## config.mk

```make
export PLATFORM = sky130hd
export DESIGN_NAME = ram_loader
export DESIGN_NICKNAME = d
export VERILOG_FILES = /design/src/rtl/ram_loader.sv
export SDC_FILE = /design/constraint.sdc
export NUM_CORES = 1
export LEC_CHECK = 0
export ABC_AREA = 1
export BUFFER_PORTS_ARGS = -buffer_cell sky130_fd_sc_hd__buf_4
export CORE_AREA = 3 3 60 62
export CTS_CLUSTER_DIAMETER = 100
export DETAILED_ROUTE_END_ITERATION = 16
export DIE_AREA = 0 0 63 65
export PLACE_DENSITY = 0.6
export SYNTH_ARGS = -nofsm -noshare
export SYNTH_HDL_FRONTEND = slang
export SYNTH_SLANG_ARGS = --single-unit
```

## constraint.sdc

```tcl
create_clock -name clk -period 2.3 [get_ports clk]
set_clock_uncertainty 0.1 [all_clocks]
set_input_delay 0.345 -clock clk [delete_from_list [all_inputs] [get_ports clk]]
set_output_delay 0.345 -clock clk [all_outputs]
set_load 0.02 [all_outputs]
```

## src/rtl/ram_loader.sv

```systemverilog
// ram_loader: program loader placed in front of a small synchronous RAM.
// Owns the RAM address/write/read/data pins and muxes them between the CPU
// datapath and a byte-stream loader. On request it holds the CPU, writes N
// streamed bytes into consecutive RAM addresses starting at a base address,
// pulses done for one cycle, then hands the RAM back to the CPU.
//
// Ports:
//   clk, rst_n              clock, synchronous active-low reset
//   load_req/base/len       load request, first address, byte count (clamped to depth)
//   in_valid/in_data        byte stream in; in_ready high while loading
//   cpu_addr/ri/ro/data     CPU-side RAM controls, passed through while idle
//   mem_address/ri/ro/data_i  RAM-side controls
//   cpu_hold                CPU stall while the loader owns the RAM (registered)
//   busy                    loader not idle (registered)
//   done                    one-cycle completion pulse (registered)
module ram_loader #(
    parameter int unsigned ADDR_W = 4,
    parameter int unsigned DATA_W = 8
) (
    input  logic              clk,
    input  logic              rst_n,
    input  logic              load_req,
    input  logic [ADDR_W-1:0] load_base,
    input  logic [ADDR_W:0]   load_len,
    input  logic              in_valid,
    input  logic [DATA_W-1:0] in_data,
    output logic              in_ready,
    input  logic [ADDR_W-1:0] cpu_addr,
    input  logic              cpu_ri,
    input  logic              cpu_ro,
    input  logic [DATA_W-1:0] cpu_data,
    output logic [ADDR_W-1:0] mem_address,
    output logic              ri,
    output logic              ro,
    output logic [DATA_W-1:0] data_i,
    output logic              cpu_hold,
    output logic              busy,
    output logic              done
);

    localparam int unsigned CNT_W = ADDR_W + 1;
    localparam int unsigned DEPTH = 1 << ADDR_W;
    localparam logic [CNT_W-1:0] DEPTH_CNT = CNT_W'(DEPTH);

    typedef enum logic [1:0] {
        ST_IDLE = 2'd0,
        ST_LOAD = 2'd1,
        ST_DONE = 2'd2
    } state_e;

    state_e             state_q, state_d;
    logic [ADDR_W-1:0]  ptr_q, ptr_d;
    logic [CNT_W-1:0]   remaining_q, remaining_d;
    logic               cpu_hold_q, cpu_hold_d;
    logic               busy_q, busy_d;
    logic               done_q, done_d;
    logic               accept_c;

    // A byte is taken whenever the loader is in LOAD and the stream offers one.
    assign accept_c = (state_q == ST_LOAD) && in_valid;

    // Next-state, pointer/counter update and registered-output decode.
    always_comb begin
        state_d     = state_q;
        ptr_d       = ptr_q;
        remaining_d = remaining_q;

        case (state_q)
            ST_IDLE: begin
                if (load_req) begin
                    if (load_len == '0) begin
                        state_d = ST_DONE;
                    end else begin
                        ptr_d       = load_base;
                        remaining_d = (load_len > DEPTH_CNT) ? DEPTH_CNT : load_len;
                        state_d     = ST_LOAD;
                    end
                end
            end
            ST_LOAD: begin
                if (accept_c) begin
                    ptr_d       = ptr_q + ADDR_W'(1);
                    remaining_d = remaining_q - CNT_W'(1);
                    if (remaining_q == CNT_W'(1)) begin
                        state_d = ST_DONE;
                    end
                end
            end
            ST_DONE: begin
                state_d = ST_IDLE;
            end
            default: begin
                state_d = ST_IDLE;
            end
        endcase

        // Decoded from the next state so the flops track the state register exactly.
        cpu_hold_d = (state_d != ST_IDLE);
        busy_d     = (state_d != ST_IDLE);
        done_d     = (state_d == ST_DONE);
    end

    // State and registered outputs.
    always_ff @(posedge clk) begin
        if (!rst_n) begin
            state_q     <= ST_IDLE;
            ptr_q       <= '0;
            remaining_q <= '0;
            cpu_hold_q  <= 1'b0;
            busy_q      <= 1'b0;
            done_q      <= 1'b0;
        end else begin
            state_q     <= state_d;
            ptr_q       <= ptr_d;
            remaining_q <= remaining_d;
            cpu_hold_q  <= cpu_hold_d;
            busy_q      <= busy_d;
            done_q      <= done_d;
        end
    end

    // RAM pin mux: CPU passthrough when idle, loader-owned otherwise.
    always_comb begin
        mem_address = cpu_addr;
        ri          = cpu_ri;
        ro          = cpu_ro;
        data_i      = cpu_data;
        in_ready    = 1'b0;

        case (state_q)
            ST_LOAD: begin
                mem_address = ptr_q;
                ri          = accept_c;
                ro          = 1'b0;
                data_i      = in_data;
                in_ready    = 1'b1;
            end
            ST_DONE: begin
                mem_address = ptr_q;
                ri          = 1'b0;
                ro          = 1'b0;
                data_i      = in_data;
            end
            default: begin
            end
        endcase
    end

    assign cpu_hold = cpu_hold_q;
    assign busy     = busy_q;
    assign done     = done_q;

endmodule
```

## Word level (Yosys, flattened, before mapping)

Cells that the tools add are included.

| operators by class | value |
|---|---|
| add/subtract/negate cells | 2 |
| multiply operators | 0 |
| divide/modulo/power cells | 0 |
| magnitude comparators | 1 |
| eq/ne operators | 7 |
| shifts and indexed selects | 0 |
| multiplexer cells | 19 |
| bitwise operators | 0 |
| reductions and logical operators | 7 |

Operators with widths:

| cell | count |
|---|---|
| 2-to-1 mux 5 bit | 4 |
| 2-to-1 mux 4 bit | 4 |
| one-hot mux 5 bit (2 select lines) | 1 |
| 2-to-1 mux 2 bit | 4 |
| 2-to-1 mux 8 bit | 1 |
| one-hot mux 4 bit (2 select lines) | 1 |
| inequality test 2 bit (second input constant) | 3 |
| == test 5 x 1 -> 1 bit (second input constant) | 1 |
| greater-than comparator 5 bit (second input constant) | 1 |
| zero test 5 bit | 1 |
| subtractor 5 x 1 -> 5 bit (second input constant) | 1 |
| adder 4 x 1 -> 4 bit (second input constant) | 1 |
| == test 2 bit (second input constant) | 2 |
| one-hot mux 2 bit (2 select lines) | 1 |
| AND reduction 4 bit | 1 |
| nonzero test 2 bit | 2 |
| == test 2 x 1 -> 1 bit (second input constant) | 1 |
| zero test 2 bit | 1 |
| 2-to-1 mux 1 bit | 2 |
| one-hot mux 1 bit (2 select lines) | 1 |
| OR reduction 2 bit | 1 |
| logical AND 1 bit | 1 |

| word-level totals | value |
|---|---|
| flip-flop bits (word level) | 13 |
| latch bits | 0 |
| bits in writable memories | 0 |
| memory bits (read-only) | 0 |
| input port bits | 35 |
| output and inout bits | 18 |
| logic and storage cells | 41 |
| memories kept | 0 |

## Logic depth before layout (Yosys ltp)

Gate-level depths: netlist of the first run.

| depth | value |
|---|---|
| word-level depth | 5 |
| gate-level depth with buffers | 10 |
| mapped depth without buffers | 10 |

## Worst setup path after synthesis of the first run

OpenSTA, ideal clock, no wires.

| path | value |
|---|---|
| path kind | reg-to-output |
| start point | register state_q[0] |
| end point | output mem_address[1] |
| data arrival time | 1627 ps |
| data required time | 1855 ps |
| slack | 228 ps |
| cell stages (with the launch flop) | 7 |
| path buffers | 2 |
| path through | dfxtp_1 -> inv_1 -> ha_1 -> buf_4 -> clkinv_1 -> buf_2 -> o21ai_0 |

| between the ends | value |
|---|---|
| longest elaborated chain between the ends | 3 |
| elaborated cells between the ends (all ways) | 4 |

RTL lines:

| element | line | source |
|---|---|---|
| from (decl) | 51 | `state_e state_q, state_d;` |
| from (signal assigned) | 113 | `state_q <= state_d;` |
| == test 2 x 1 -> 1 bit / == test 2 bit (equally long branches) | 130 | `case (state_q)` |
| OR reduction 2 bit (no line) * | -- |  |
| 2-to-1 mux 4 bit * | 130 |  |
| to (decl) | 32 | `output logic [ADDR_W-1:0] mem_address,` |

Every way passes the cells marked *; elsewhere a longest branch is shown, timed or not.

## Worst setup path in the final report of the first run

| path | value |
|---|---|
| start point | register state_q[0] |
| end point | output mem_address[3] |

Same word-level chain as after synthesis.

==> results of run 1 <==
## repair_timing
item                       in CTS  in global routing
setup buffers                   0                  0
setup endpoints to repair       0                 13
gates resized for setup         0                  5
## final cells by class
cell class              count  area [um^2]
inverters                  24        93.84
fillers                   339         1564
clock buffers               4        26.28
repair buffers             54        405.4
multi-input cells         140        673.1
flip-flops and latches     13        260.3
well taps                  44        55.05
## cells by family after synthesis
kind of cell | after synthesis
simple gates | 121
fa+ha+maj | 5
mux | 1
buf+inv | 31
flops | 13
compound gates | 13
## critical path, stage by stage, from the launching register on
cell and delay (ns):
dfxtp_1 0.36, inv_1 0.06, ha_1 0.33, clkinvlp_4 0.26
o21ai_0 0.23, buf_4 0.17
## stage by stage
step / power [mW] / setup slack, ns / TNS (ns)
floorplan: 0.6446 / 0.2283 / 0
global placement: 0.8096 / 0.3480 / 0
global route: 1.041 / -0.01867 / -0.02562
finish: 0.9490 / 0.1724 / 0
detailed placement: 0.8092 / 0.3526 / 0
CTS: 0.9585 / 0.03910 / 0
## cell usage after synthesis
master and count:
or2_2 1, o21ai_2 1, o21ai_0 10, clkinv_1 1, nand3_1 15, buf_6 2
nand4_1 2, a31oi_1 1, nor2_1 25, inv_1 20, nand3_4 1, inv_2 3
buf_2 3, nand3b_4 1, nand2_1 68, a21oi_1 1, buf_4 2, nor2_2 1
dfxtp_1 13, mux2i_1 1, nand2_2 7, ha_1 5
## sequential cells by signal, summed over array words and instances, names as in the netlist
name         count
ptr_q            4
remaining_q      5
state_q          2
busy             1
done             1
## path summary, 6_finish.rpt
| kind | startpoint | end | slack (ns) |
|---|---|---|---|
| worst min register to register | remaining_q[4] | remaining_q[4] | 0.47 |
| worst max-delay path | state_q[0] | mem_address[3] | 0.17 |
| worst min-delay path | rst_n | ptr_q[0] | 0.27 |
| worst max register to register | state_q[1] | remaining_q[1] | 0.56 |
## layer usage
metal / up-vias / global-route usage [%] / part of all wire, %
met5: - / 0 / 0
met4: 0 / 5.785 / 1.0
met3: 2 / 3.986 / 7.5
met2: 44 / 22.27 / 43
met1: 478 / 17.28 / 49
li1: 666 / - / -
## power by group through the flow
stage	combinational, mW	clock, mW	sequential, mW
final	0.517	0.144	0.288
after global routing	0.590	0.157	0.294
after CTS	0.518	0.152	0.288
after detailed placement	0.515	0	0.294
after global placement	0.517	0	0.293
after floorplan	0.352	0	0.292
==> run_summary.xml, run 1 <==
<?xml version="1.0" encoding="UTF-8"?>
<metrics>
  <group name="worst_hold_path">
    <metric name="timing.hold.worst.class" unit="">input port to register</metric>
    <metric name="timing.hold.worst_path_depth" unit="">3</metric>
  </group>
  <group name="worst_setup_path">
    <metric name="arrival" unit="ns">1.68</metric>
    <metric name="critPathMaxFanout" unit="">18</metric>
    <metric name="worst-endpoint-required" unit="ns">1.86</metric>
    <metric name="worstRegToRegCells" unit="">9</metric>
    <metric name="path_class" unit="">register to output pin</metric>
    <metric name="start_kind" unit="">register</metric>
    <metric name="critical_path.endpoint_type" unit="">output pin</metric>
  </group>
  <group name="synth">
    <metric name="mappedNetlistNets" unit="">224</metric>
    <metric name="synth.cell_area" unit="um^2">1076</metric>
    <metric name="netlist_top_cells_area" unit="">dfxtp_1, nand2_1, nor2_1</metric>
    <metric name="synth.mux.area_fraction" unit="%">0.9302</metric>
    <metric name="ys.warnings.count" unit="">0</metric>
    <metric name="yosysUniqueCellTypes" unit="">22</metric>
    <metric name="yosys_reg_bits" unit="">13</metric>
    <metric name="synthesis.area_per_instance" unit="um^2">5.848</metric>
    <metric name="yosys.area_share.adder" unit="%">5.814</metric>
    <metric name="synthesized_area_fraction_occupied_by_xor_and_xnor_cells" unit="%">0</metric>
    <metric name="synth-compound-area-share" unit="%">6.512</metric>
    <metric name="largest_family_of_logic_cells_by_synthesized_area" unit="">simple AND/OR/NAND/NOR gates</metric>
    <metric name="ys_seq_area_share" unit="%">24.19</metric>
    <metric name="syn-instance-count" unit="">184</metric>
    <metric name="synth_simple_gate_area_share" unit="%">49.30</metric>
    <metric name="synth_top_area_share" unit="%">24.19</metric>
    <metric name="netlist.top_cell.by_area" unit="">dfxtp_1</metric>
  </group>
  <group name="timing">
    <metric name="setup_viol" unit="">0</metric>
    <metric name="finalHoldViolCount" unit="">0</metric>
    <metric name="max_slew.worst_pin.slew" unit="ns">0.3118</metric>
    <metric name="grt_setup_unrepaired" unit="">true</metric>
    <metric name="hold_ws" unit="ns">0.2734</metric>
    <metric name="max_slew_headroom_at_the_worst_pin" unit="%">79.14</metric>
    <metric name="period_needed" unit="ns">2.128</metric>
    <metric name="timing.final.crit_share" unit="%">92.51</metric>
    <metric name="timing_max_transition_violations_final" unit="">0</metric>
    <metric name="achievable-frequency" unit="GHz">0.4700</metric>
  </group>
  <group name="status">
    <metric name="status" unit="">complete, no violations</metric>
  </group>
  <group name="placed_design">
    <metric name="number_of_cells_after_detailed_placement" unit="">275</metric>
    <metric name="place_congestion" unit="">0.7326</metric>
    <metric name="hpwl_after_dpl" unit="um">2192</metric>
    <metric name="port_buffers" unit="">52</metric>
    <metric name="place_area" unit="um^2">1484</metric>
  </group>
  <group name="drt">
    <metric name="drt_first_pass_iters" unit="">6</metric>
    <metric name="wirelength" unit="um">2684</metric>
    <metric name="drt_first_iter_violations" unit="">44</metric>
    <metric name="route.detailed.drc" unit="">0</metric>
    <metric name="detailed_route_via_count" unit="">1190</metric>
    <metric name="drt.antenna.violating_nets" unit="">0</metric>
    <metric name="routed_wire_length_per_instance" unit="um">9.620</metric>
    <metric name="vias_per_cell" unit="">4.265</metric>
  </group>
  <group name="clock_tree">
    <metric name="clkLatencyLatePin" unit="ns">0.27</metric>
    <metric name="clock_sink_count" unit="">13</metric>
    <metric name="clockBufferDepth" unit="">2</metric>
    <metric name="tritoncts.num_buffers" unit="">3</metric>
    <metric name="cts_tree" unit="">built</metric>
    <metric name="cts.hold.buffers_added" unit="">0</metric>
    <metric name="clk_pin_slew" unit="ns">0.08</metric>
    <metric name="root_buffer" unit="">clkbuf_4</metric>
    <metric name="cts_max_level" unit="">1</metric>
  </group>
  <group name="finish">
    <metric name="post_route_design_area" unit="um^2">1514</metric>
    <metric name="layout_common_cells" unit="">nand2_1, buf_4, nor2_1</metric>
    <metric name="drive_above_1_share" unit="%">31.06</metric>
    <metric name="num_antenna_cells" unit="">0</metric>
    <metric name="finalNetCount" unit="">276</metric>
    <metric name="area_growth_syn_to_layout" unit="%">40.70</metric>
    <metric name="final-instance-count-excl-fill" unit="">279</metric>
    <metric name="fin_util" unit="%">49.19</metric>
    <metric name="mostFrequentLayoutCell" unit="">nand2_1</metric>
  </group>
  <group name="global_route">
    <metric name="grt_pass1_vias" unit="">1096</metric>
    <metric name="overflow" unit="">0</metric>
    <metric name="initial_antenna_violation_count" unit="">0</metric>
    <metric name="grt_use_total" unit="%">13.87</metric>
    <metric name="grt_pass1_wl" unit="um">4554</metric>
    <metric name="pin_count_of_the_biggest_net_entering_global_routing" unit="">19</metric>
  </group>
  <group name="power">
    <metric name="p_per_area" unit="nW/um^2">626.8</metric>
    <metric name="power_switching" unit="mW">0.4074</metric>
    <metric name="netSwitchingFraction" unit="%">42.93</metric>
    <metric name="max-vdd-ir-drop" unit="uV">265.6</metric>
    <metric name="total_leakage_power" unit="nW">0.8805</metric>
    <metric name="share_clk_of_total_power" unit="%">15.2</metric>
    <metric name="power.share.sequential" unit="%">30.4</metric>
    <metric name="cell_internal_pwr" unit="mW">0.5416</metric>
    <metric name="comb_power_share" unit="%">54.5</metric>
  </group>
  <group name="floorplanning">
    <metric name="fp.dieArea" unit="um^2">4095</metric>
    <metric name="row_cnt" unit="">20</metric>
    <metric name="top_level_ports" unit="">53</metric>
    <metric name="die-width" unit="um">63</metric>
    <metric name="initial_utilization" unit="%">34.96</metric>
    <metric name="chipHeight" unit="um">65</metric>
    <metric name="design.core.area" unit="um^2">3078</metric>
  </group>
  <group name="run">
    <metric name="maxCapViolations" unit="">0</metric>
  </group>
</metrics>
(Power assumes the default switching activity.)
==> run 2, diff against run 1 <==
--- a/config.mk
+++ b/config.mk
@@ -11,7 +11,9 @@
 export CTS_CLUSTER_DIAMETER = 100
 export DETAILED_ROUTE_END_ITERATION = 16
 export DIE_AREA = 0 0 63 65
+export GPL_ROUTABILITY_DRIVEN = 0
 export PLACE_DENSITY = 0.6
+export RECOVER_POWER = 25
 export SYNTH_ARGS = -nofsm -noshare
 export SYNTH_HDL_FRONTEND = slang
 export SYNTH_SLANG_ARGS = --single-unit
==> run 2 against run 1 <==
Against the previous run:
- count of clock-buffer cells in the layout unchanged
- via count unchanged
- sequential share of layout area increased by 0.30 points
- total power decreased by 1.2%
- wire length increased by 0.52%
- non-clock buffer count unchanged
- maximum frequency about the same
- sequential power about the same
- die area unchanged
- largest cell class unchanged
==> run_summary.xml, run 2 (synthesis gave the netlist of run 1 again) <==
<?xml version="1.0" encoding="UTF-8"?>
<metrics>
  <group name="finish">
    <metric name="num_antenna_cells" unit="">0</metric>
    <metric name="fill_cells" unit="">343</metric>
    <metric name="mostFrequentLayoutCell" unit="">nand2_1</metric>
    <metric name="drive_above_1_share" unit="%">28.94</metric>
    <metric name="final-instance-count-excl-fill" unit="">279</metric>
    <metric name="largest_register_ff_count" unit="">5</metric>
    <metric name="layout_common_cells" unit="">nand2_1, buf_4, nor2_1</metric>
    <metric name="post_route_design_area" unit="um^2">1488</metric>
    <metric name="area_growth_syn_to_layout" unit="%">38.26</metric>
    <metric name="finalNetCount" unit="">276</metric>
    <metric name="largest_registers" unit="">remaining_q (5), ptr_q (4), state_q (2)</metric>
    <metric name="largest-register" unit="">remaining_q</metric>
  </group>
  <group name="drt">
    <metric name="wirelength" unit="um">2698</metric>
    <metric name="detailed_route_via_count" unit="">1190</metric>
    <metric name="drt_first_iter_violations" unit="">32</metric>
    <metric name="vias_per_cell" unit="">4.265</metric>
    <metric name="drt.antenna.violating_nets" unit="">0</metric>
    <metric name="drt_first_pass_iters" unit="">4</metric>
    <metric name="route.detailed.drc" unit="">0</metric>
    <metric name="routed_wire_length_per_instance" unit="um">9.670</metric>
  </group>
  <group name="worst_setup_path">
    <metric name="critPathMaxFanout" unit="">18</metric>
    <metric name="crit_path_top_delay_cell" unit="">dfxtp_1</metric>
    <metric name="crit_path_cell_trace" unit="">inv_1, ha_1, clkinvlp_4, o21ai_0, buf_4</metric>
    <metric name="start_kind" unit="">register</metric>
    <metric name="path_class" unit="">register to output pin</metric>
    <metric name="arrival" unit="ns">1.68</metric>
    <metric name="critical-path-max-stage-delay" unit="ns">0.36</metric>
    <metric name="crit_family" unit="">buffers and inverters</metric>
    <metric name="critical_path.endpoint_type" unit="">output pin</metric>
    <metric name="worst-endpoint-required" unit="ns">1.86</metric>
    <metric name="worst_path_bufs_invs" unit="">3</metric>
  </group>
  <group name="clock_tree">
    <metric name="cts_tree" unit="">built</metric>
    <metric name="root_buffer" unit="">clkbuf_4</metric>
    <metric name="clockBufferDepth" unit="">2</metric>
    <metric name="clkLatencyLatePin" unit="ns">0.27</metric>
    <metric name="clock_sink_count" unit="">13</metric>
    <metric name="clk_pin_slew" unit="ns">0.08</metric>
    <metric name="tritoncts.num_buffers" unit="">3</metric>
    <metric name="cts.hold.buffers_added" unit="">0</metric>
    <metric name="cts_max_level" unit="">1</metric>
  </group>
  <group name="placed_design">
    <metric name="number_of_cells_after_detailed_placement" unit="">275</metric>
    <metric name="place_area" unit="um^2">1484</metric>
    <metric name="hpwl_after_dpl" unit="um">2192</metric>
    <metric name="port_buffers" unit="">52</metric>
    <metric name="placement.setup.worst_slack" unit="ns">0.3526</metric>
  </group>
  <group name="status">
    <metric name="status" unit="">complete, no violations</metric>
  </group>
  <group name="timing">
    <metric name="hold_ws" unit="ns">0.2728</metric>
    <metric name="timing.final.crit_share" unit="%">92.49</metric>
    <metric name="max_slew.worst_pin.slew" unit="ns">0.2902</metric>
    <metric name="achievable-frequency" unit="GHz">0.4701</metric>
    <metric name="setup_viol" unit="">0</metric>
    <metric name="worst_slack" unit="ns">0.1728</metric>
    <metric name="max_slew_headroom_at_the_worst_pin" unit="%">80.65</metric>
    <metric name="finalHoldViolCount" unit="">0</metric>
    <metric name="grt_setup_unrepaired" unit="">true</metric>
    <metric name="timing_max_transition_violations_final" unit="">0</metric>
    <metric name="period_needed" unit="ns">2.127</metric>
  </group>
  <group name="power">
    <metric name="power.share.sequential" unit="%">30.8</metric>
    <metric name="max-vdd-ir-drop" unit="uV">263.3</metric>
    <metric name="comb_power_share" unit="%">54.0</metric>
    <metric name="cell_internal_pwr" unit="mW">0.5347</metric>
    <metric name="p_per_area" unit="nW/um^2">630.3</metric>
    <metric name="total_leakage_power" unit="nW">0.8524</metric>
    <metric name="power_switching" unit="mW">0.4029</metric>
    <metric name="share_clk_of_total_power" unit="%">15.3</metric>
    <metric name="netSwitchingFraction" unit="%">42.97</metric>
  </group>
  <group name="floorplanning">
    <metric name="chipHeight" unit="um">65</metric>
    <metric name="fp.dieArea" unit="um^2">4095</metric>
    <metric name="design.core.area" unit="um^2">3078</metric>
    <metric name="initial_utilization" unit="%">34.96</metric>
    <metric name="die-width" unit="um">63</metric>
    <metric name="top_level_ports" unit="">53</metric>
    <metric name="row_cnt" unit="">20</metric>
  </group>
  <group name="worst_hold_path">
    <metric name="timing.hold.worst.class" unit="">input port to register</metric>
  </group>
  <group name="global_route">
    <metric name="overflow" unit="">0</metric>
    <metric name="pin_count_of_the_biggest_net_entering_global_routing" unit="">19</metric>
    <metric name="grt_pass1_vias" unit="">1096</metric>
    <metric name="grt_use_total" unit="%">13.87</metric>
    <metric name="grt_pass1_wl" unit="um">4554</metric>
    <metric name="initial_antenna_violation_count" unit="">0</metric>
  </group>
  <group name="run">
    <metric name="maxCapViolations" unit="">0</metric>
  </group>
</metrics>
[run 2: layout make-up]
class / instances / area, um^2 / share of cell area (%)
inverter: 24 / 93.84 / 6.308
timing repair buffer: 54 / 394.1 / 26.49
tap: 44 / 55.05 / 3.701
sequential: 13 / 260.3 / 17.49
clock buffer: 4 / 26.28 / 1.766
multi-input combinational: 140 / 658.1 / 44.24
[run 2: repair_timing]
| action | CTS | global route |
|---|---|---|
| resized for setup | 0 | 5 |
| endpoints found under the setup margin | 0 | 13 |
| buffers inserted | 0 | 0 |
[run 2: path summary, 6_finish.rpt]
| path | from | to | cells past startpoint | slack [ns] |
|---|---|---|---|---|
| max reg2reg | state_q[1] | remaining_q[1] | 9 | 0.57 |
| min | rst_n | ptr_q[0] | 3 | 0.27 |
| max | state_q[0] | mem_address[3] | 5 | 0.17 |
| min reg2reg | remaining_q[4] | remaining_q[4] | 4 | 0.47 |
[run 2: power by group through the flow]
stage | sequential, mW | clock [mW] | combinational, mW
2_1_floorplan | 0.292 | 0 | 0.352
3_3_place_gp | 0.293 | 0 | 0.517
3_5_place_dp | 0.294 | 0 | 0.515
4_1_cts | 0.288 | 0.152 | 0.518
5_1_grt | 0.294 | 0.157 | 0.579
6_report | 0.288 | 0.143 | 0.506
[run 2: per-layer routing]
metal | up-vias | track usage, % | wire (um)
met5 | - | 0 | 0
met4 | 0 | 5.785 | 27
met2 | 42 | 22.27 | 1156
met3 | 2 | 3.986 | 199
met1 | 480 | 17.28 | 1315
li1 | 666 | - | -
[run 2: tightest hold or removal path, cell delays in order]
cell     delay (ns)
buf_4          0.16
nand2_1        0.07
nor2_1         0.03
[run 2: per-stage QoR]
stage	util [%]	setup TNS, ns	power [mW]
3_5_place_dp	48.21	0	0.8092
4_1_cts	49.07	0	0.9585
3_3_place_gp	48.21	0	0.8096
5_1_grt	48.33	-0.02562	1.030
2_1_floorplan	-	0	0.6446
6_report	48.33	0	0.9376
